===== config.mk =====
export PLATFORM = sky130hd
export DESIGN_NAME = fetch_unit
export DESIGN_NICKNAME = d
export VERILOG_FILES = /design/src/rtl/fetch_unit.sv
export SDC_FILE = /design/constraint.sdc
export NUM_CORES = 1
export LEC_CHECK = 0
export ABC_AREA = 0
export BUFFER_PORTS_ARGS = -buffer_cell sky130_fd_sc_hd__buf_2
export CAP_MARGIN = 20
export CORE_MARGIN = 3
export CORE_UTILIZATION = 40
export CTS_BUF_LIST = sky130_fd_sc_hd__clkbuf_8
export DETAILED_ROUTE_END_ITERATION = 8
export GPL_TIMING_DRIVEN = 1
export PLACE_DENSITY = 0.68
export SYNTH_ARGS = -nofsm -noshare
export SYNTH_HDL_FRONTEND = slang
export SYNTH_SLANG_ARGS = --single-unit

===== constraint.sdc =====
create_clock -name clk -period 3.19 [get_ports clk]
set_clock_uncertainty 0.15 [all_clocks]
set_input_delay 0.1595 -clock clk [delete_from_list [all_inputs] [get_ports clk]]
set_output_delay 0.1595 -clock clk [all_outputs]
set_load 0.005 [all_outputs]

===== src/rtl/fetch_unit.sv =====
`default_nettype none
// ============================================================================
// Module   : fetch_unit
// Purpose  : Instruction fetch stage. Holds the PC, reads a synchronous
//            instruction memory, and presents a registered instruction to
//            decode, with a 1-entry skid buffer that absorbs stalls.
// Revision : 1.0
// ============================================================================
module fetch_unit #(
    parameter int                  PC_WIDTH    = 12,
    parameter int                  INSTR_WIDTH = 16,
    parameter logic [PC_WIDTH-1:0] RESET_PC    = '0
) (
    input  logic                   clk,
    input  logic                   rst,
    output logic                   imem_en,
    output logic [PC_WIDTH-1:0]    imem_addr,
    input  logic [INSTR_WIDTH-1:0] imem_rdata,
    input  logic                   stall,
    input  logic                   load_pc,
    input  logic [PC_WIDTH-1:0]    load_pc_val,
    output logic [INSTR_WIDTH-1:0] instr,
    output logic                   instr_valid,
    output logic [PC_WIDTH-1:0]    instr_pc
);

    localparam logic [PC_WIDTH-1:0]    c_pc_one = {{(PC_WIDTH-1){1'b0}}, 1'b1};
    localparam logic [INSTR_WIDTH-1:0] c_nop    = '0;

    logic [PC_WIDTH-1:0]    pc_q,          pc_d;
    logic                   req_valid_q,   req_valid_d;
    logic [PC_WIDTH-1:0]    req_pc_q,      req_pc_d;
    logic [INSTR_WIDTH-1:0] instr_q,       instr_d;
    logic [PC_WIDTH-1:0]    instr_pc_q,    instr_pc_d;
    logic                   instr_valid_q, instr_valid_d;
    logic [INSTR_WIDTH-1:0] skid_instr_q,  skid_instr_d;
    logic [PC_WIDTH-1:0]    skid_pc_q,     skid_pc_d;
    logic                   skid_valid_q,  skid_valid_d;

    logic w_accept;
    logic w_jump;
    logic w_out_free;
    logic w_issue;

    assign w_accept   = instr_valid_q & ~stall;
    assign w_jump     = w_accept & load_pc;
    assign w_out_free = ~instr_valid_q | ~stall;
    // A held output with a read already returning leaves only the skid free,
    // so no further read may be launched until something drains.
    assign w_issue    = ~rst & ~w_jump & ~skid_valid_q
                      & ~(stall & instr_valid_q & req_valid_q);

    always_comb begin
        pc_d          = pc_q;
        req_valid_d   = req_valid_q;
        req_pc_d      = req_pc_q;
        instr_d       = instr_q;
        instr_pc_d    = instr_pc_q;
        instr_valid_d = instr_valid_q;
        skid_instr_d  = skid_instr_q;
        skid_pc_d     = skid_pc_q;
        skid_valid_d  = skid_valid_q;

        if (w_jump) begin
            pc_d          = load_pc_val;
            req_valid_d   = 1'b0;
            skid_valid_d  = 1'b0;
            instr_valid_d = 1'b0;
            instr_d       = c_nop;
        end else begin
            if (w_issue) begin
                req_pc_d    = pc_q;
                pc_d        = pc_q + c_pc_one;
                req_valid_d = 1'b1;
            end else begin
                req_valid_d = 1'b0;
            end

            if (req_valid_q) begin
                if (w_out_free) begin
                    if (skid_valid_q) begin
                        instr_d       = skid_instr_q;
                        instr_pc_d    = skid_pc_q;
                        instr_valid_d = 1'b1;
                        skid_instr_d  = imem_rdata;
                        skid_pc_d     = req_pc_q;
                        skid_valid_d  = 1'b1;
                    end else begin
                        instr_d       = imem_rdata;
                        instr_pc_d    = req_pc_q;
                        instr_valid_d = 1'b1;
                    end
                end else begin
                    skid_instr_d = imem_rdata;
                    skid_pc_d    = req_pc_q;
                    skid_valid_d = 1'b1;
                end
            end else if (w_out_free) begin
                if (skid_valid_q) begin
                    instr_d       = skid_instr_q;
                    instr_pc_d    = skid_pc_q;
                    instr_valid_d = 1'b1;
                    skid_valid_d  = 1'b0;
                end else begin
                    instr_valid_d = 1'b0;
                    instr_d       = c_nop;
                end
            end
        end
    end

    always_ff @(posedge clk) begin
        if (rst) begin
            pc_q          <= RESET_PC;
            req_valid_q   <= 1'b0;
            req_pc_q      <= '0;
            instr_q       <= c_nop;
            instr_pc_q    <= '0;
            instr_valid_q <= 1'b0;
            skid_instr_q  <= c_nop;
            skid_pc_q     <= '0;
            skid_valid_q  <= 1'b0;
        end else begin
            pc_q          <= pc_d;
            req_valid_q   <= req_valid_d;
            req_pc_q      <= req_pc_d;
            instr_q       <= instr_d;
            instr_pc_q    <= instr_pc_d;
            instr_valid_q <= instr_valid_d;
            skid_instr_q  <= skid_instr_d;
            skid_pc_q     <= skid_pc_d;
            skid_valid_q  <= skid_valid_d;
        end
    end

    assign imem_en     = w_issue;
    assign imem_addr   = pc_q;
    assign instr       = instr_q;
    assign instr_valid = instr_valid_q;
    assign instr_pc    = instr_pc_q;

endmodule
`default_nettype wire

==> key figures <==
Global route
  – Largest net degree at the start of global routing: just under 70
  – Top Usage Layer GRT: met2
  – Gr usage total: between 10% and 20%
  – Vias in the first global route: about 3,000
  – Antenna violations before repair: 0
  – GR Util met1: roughly 21%
  – Met2 Usage GRT: a little over a quarter
  – Total gr overflow: 0
  – First-pass GRT wire length: 13,500 um
  – Met3 Track Usage GR: around 4.6%

Setup path
  – Crit-path leading delay family: simple AND/OR/NAND/NOR gates
  – Worst setup path category: register to primary output
  – CP startpoint kind: register
  – CP endpoint kind: primary output
  – Worst R2R End: imem_addr[11]
  – Crit-path cells: nand2_2, inv_2, ha_1, or2_4, nor3_1, buf_4, buf_2
  – Critical path's largest stage delay: approximately 0.36 ns
  – CP Depth: 7
  – Reg2Reg Depth: 7
  – Crit path required time: roughly 2.9 ns
  – Reg-to-reg slack, setup: between 0.7 and 0.8 ns
  – WP data arrival: approximately 2.4 ns
  – Critical Path End: imem_en
  – Largest driver fanout on the critical path: 21
  – Buffers plus inverters on the worst setup path: 3
  – Worst setup path start: instr_valid
  – Crit-path slowest cell: dfxtp_1
  – Worst R2R Start: instr_valid

Place
  – IO buf count: 73
  – Post-DP Area: between 0.003 and 0.004 mm2
  – Detailed Place HPWL: about 5500 um
  – Placer congestion estimate: around 0.77

Layout
  – Most frequent cells in the layout: 83 x dfxtp_1, 75 x nand2_1, 73 x buf_2
  – Layout area overhead: 27.1%
  – Nets: between 500 and 600
  – Filler cells: approximately 740
  – Cell area after layout: 0.00432 mm2
  – Commonest non-fill, non-tap cell in the layout: dfxtp_1
  – Share of layout cells above drive strength 1: between 20% and 30%
  – # diodes: 0

Floorplan
  – # rows: 32
  – Die width: 98.2 um
  – Initial core utilization: 42.6%
  – Die area: approximately 0.0096 mm2
  – IO Count: 74
  – Die Y: between 90 and 100 um
  – Core area: about 0.0080 mm2

Timing
  – RSZ-0062 raised after global routing: false
  – Max_slew headroom: a little under three fifths
  – Final Hold Vio Count: 0
  – Hold WS: ~0.1 ns
  – Tmin final: 2.71 ns
  – Fin Setup TNS: 0 ns
  – Final period util: 84.9%
  – Final setup fails: 0
  – Max frequency: about 0.37 GHz
  – Slew Limit Fails: 0
  – Slew @ Worst Pin: between 0.6 and 0.7 ns

Drt
  – Drt total wl: 8030 um
  – Via count: slightly above 3,000
  – Final ANT Viol Nets: 0
  – DR pass1 iterations: 4
  – Residual DRC: 0
  – Via/cell ratio: ~5.2
  – Iter 0 DRT Violations: between 150 and 200
  – WL/cell: 13.5 um

Run
  – Max-cap viol count: 0

Synth
  – Synthesized area: roughly 0.0034 mm2
  – Area share of the largest cell type after synthesis: 48.9%
  – Syn nets: approximately 430
  – Main synth FF type: dfxtp_1
  – Post-synth ARST share: 0%
  – Synth warn: 0
  – EDFF count, synth: 0
  – Dominant cell type by area after synthesis: dfxtp_1
  – Number of synthesized register bits: a little over 80
  – Synth cell types: 37
  – Syn Inst Count: 395
  – Avg Cell Area, Syn: between 8 and 9 um2
  – Largest cells by area after synthesis: dfxtp_1 49%, nand2_1 8.3%, a21oi_1 6.0%, nor2_1 5.0%, a211oi_1 4.9%
  – Register area share after synthesis: between 40% and 50%

CTS
  – Clock Path Buffers: 2
  – Post CTS Setup Buffer Count: 0
  – Worst-Skew Late Latency: between 0.3 and 0.4 ns
  – Clock slew at reported path FFs: ~0.070 ns
  – H-tree depth: 3
  – # resized after CTS: 0
  – Inserted Clock Buffers: 9
  – CTS root buffer: clkbuf_8
  – CTS tree: yes
  – CTS Sinks: 83

Hold path
  – HP Class: input port to register

Power
  – Leak: approximately 1.7 nW
  – Pwr/cell area: ~540 mW/mm2
  – Peak supply drop: roughly 0.23 mV

Outcome
  – Status: finished clean
## worst min path at each step
| stage | from | depth (start not counted) | endpoint | slack [ns] |
|---|---|---|---|---|
| after global placement | imem_rdata[3] | 3 | skid_instr_q[3] | 0.27 |
| after detailed placement | imem_rdata[2] | 3 | skid_instr_q[2] | 0.27 |
| after CTS | load_pc | 3 | req_valid_q | 0.09 |
| after global routing | load_pc | 3 | req_valid_q | 0.1 |
| final | load_pc | 3 | req_valid_q | 0.10 |
| after floorplan | imem_rdata[0] | 2 | skid_instr_q[0] | 0.15 |
## report_power, final
group / leakage [nW] / internal, mW / switching (mW) / total, mW
Sequential: 0.676 / 1.12 / 0.0634 / 1.18
Clock: 0.0995 / 0.376 / 0.367 / 0.743
Combinational: 0.931 / 0.192 / 0.229 / 0.421
Total: 1.71 / 1.68 / 0.659 / 2.34
## logic make-up (layout without fill, tap and decap cells)
group,after synthesis,count (layout),share of synthesized area (%)
AND/OR/NAND/NOR,158,158,21.3
AO/OA/AOI/OAI,98,98,18.5
flip-flops,83,83,48.9
buffers and inverters,31,127,4.20
multiplexers,13,13,3.83
XOR/XNOR,10,10,2.58
adder cells (fa/ha/maj),2,2,0.737
## layout make-up
cell class	instances	area [um2]	area share [%]
clock buffer	10	138	3.19
tap	102	128	2.96
timing repair buffer	110	733	17.0
sequential	83	1660	38.5
inverter	2	7.51	0.174
clock inverter	5	55.1	1.27
multi-input combinational	281	1600	36.9
## worst min-delay path, cell delays in order
cell and delay, ns:
buf_2 0.11, and3b_1 0.23, nor3_1 0.06
## Yosys cell counts (all sizes together) (3+ instances only)
master	instances
nor4	3
a21oi	41
xor2	3
xnor2	7
nor3	20
a221oi	16
nand4	3
a211oi	22
buf	15
nor2	45
nand2	76
mux2i	13
dfxtp	83
clkbuf	14
o21ai	13
## layer usage
metal,wire length (um),up-vias,part of all wire (%)
met5,0,-,0
met4,114,0,1.4
met3,402,8,5.0
met2,3670,76,46
met1,3840,1413,48
li1,-,1565,-
## flip-flops by register name, indices dropped and copies added (netlist names)
signal,flops
instr_pc,12
req_valid_q,1
instr,16
req_pc_q,12
skid_instr_q,16
skid_pc_q,12
imem_addr,12
skid_valid_q,1
instr_valid,1
## repair_timing
action                                  in CTS  in global routing
hold buffers                                28                  0
endpoints found under the hold margin       41                  0
endpoints found under the setup margin       0                  0
## per-stage QoR
stage	util, %	total power [mW]	instances	setup slack, ns
final	54.2	2.34	593	0.482
after global routing	54.2	2.47	593	0.290
after CTS	54.0	2.36	592	0.446
after detailed placement	48.1	1.60	549	0.804
after global placement	48.1	1.59	549	0.888
after floorplan	-	1.45	395	1.04
No activity file was read; power rests on OpenSTA's default activity.
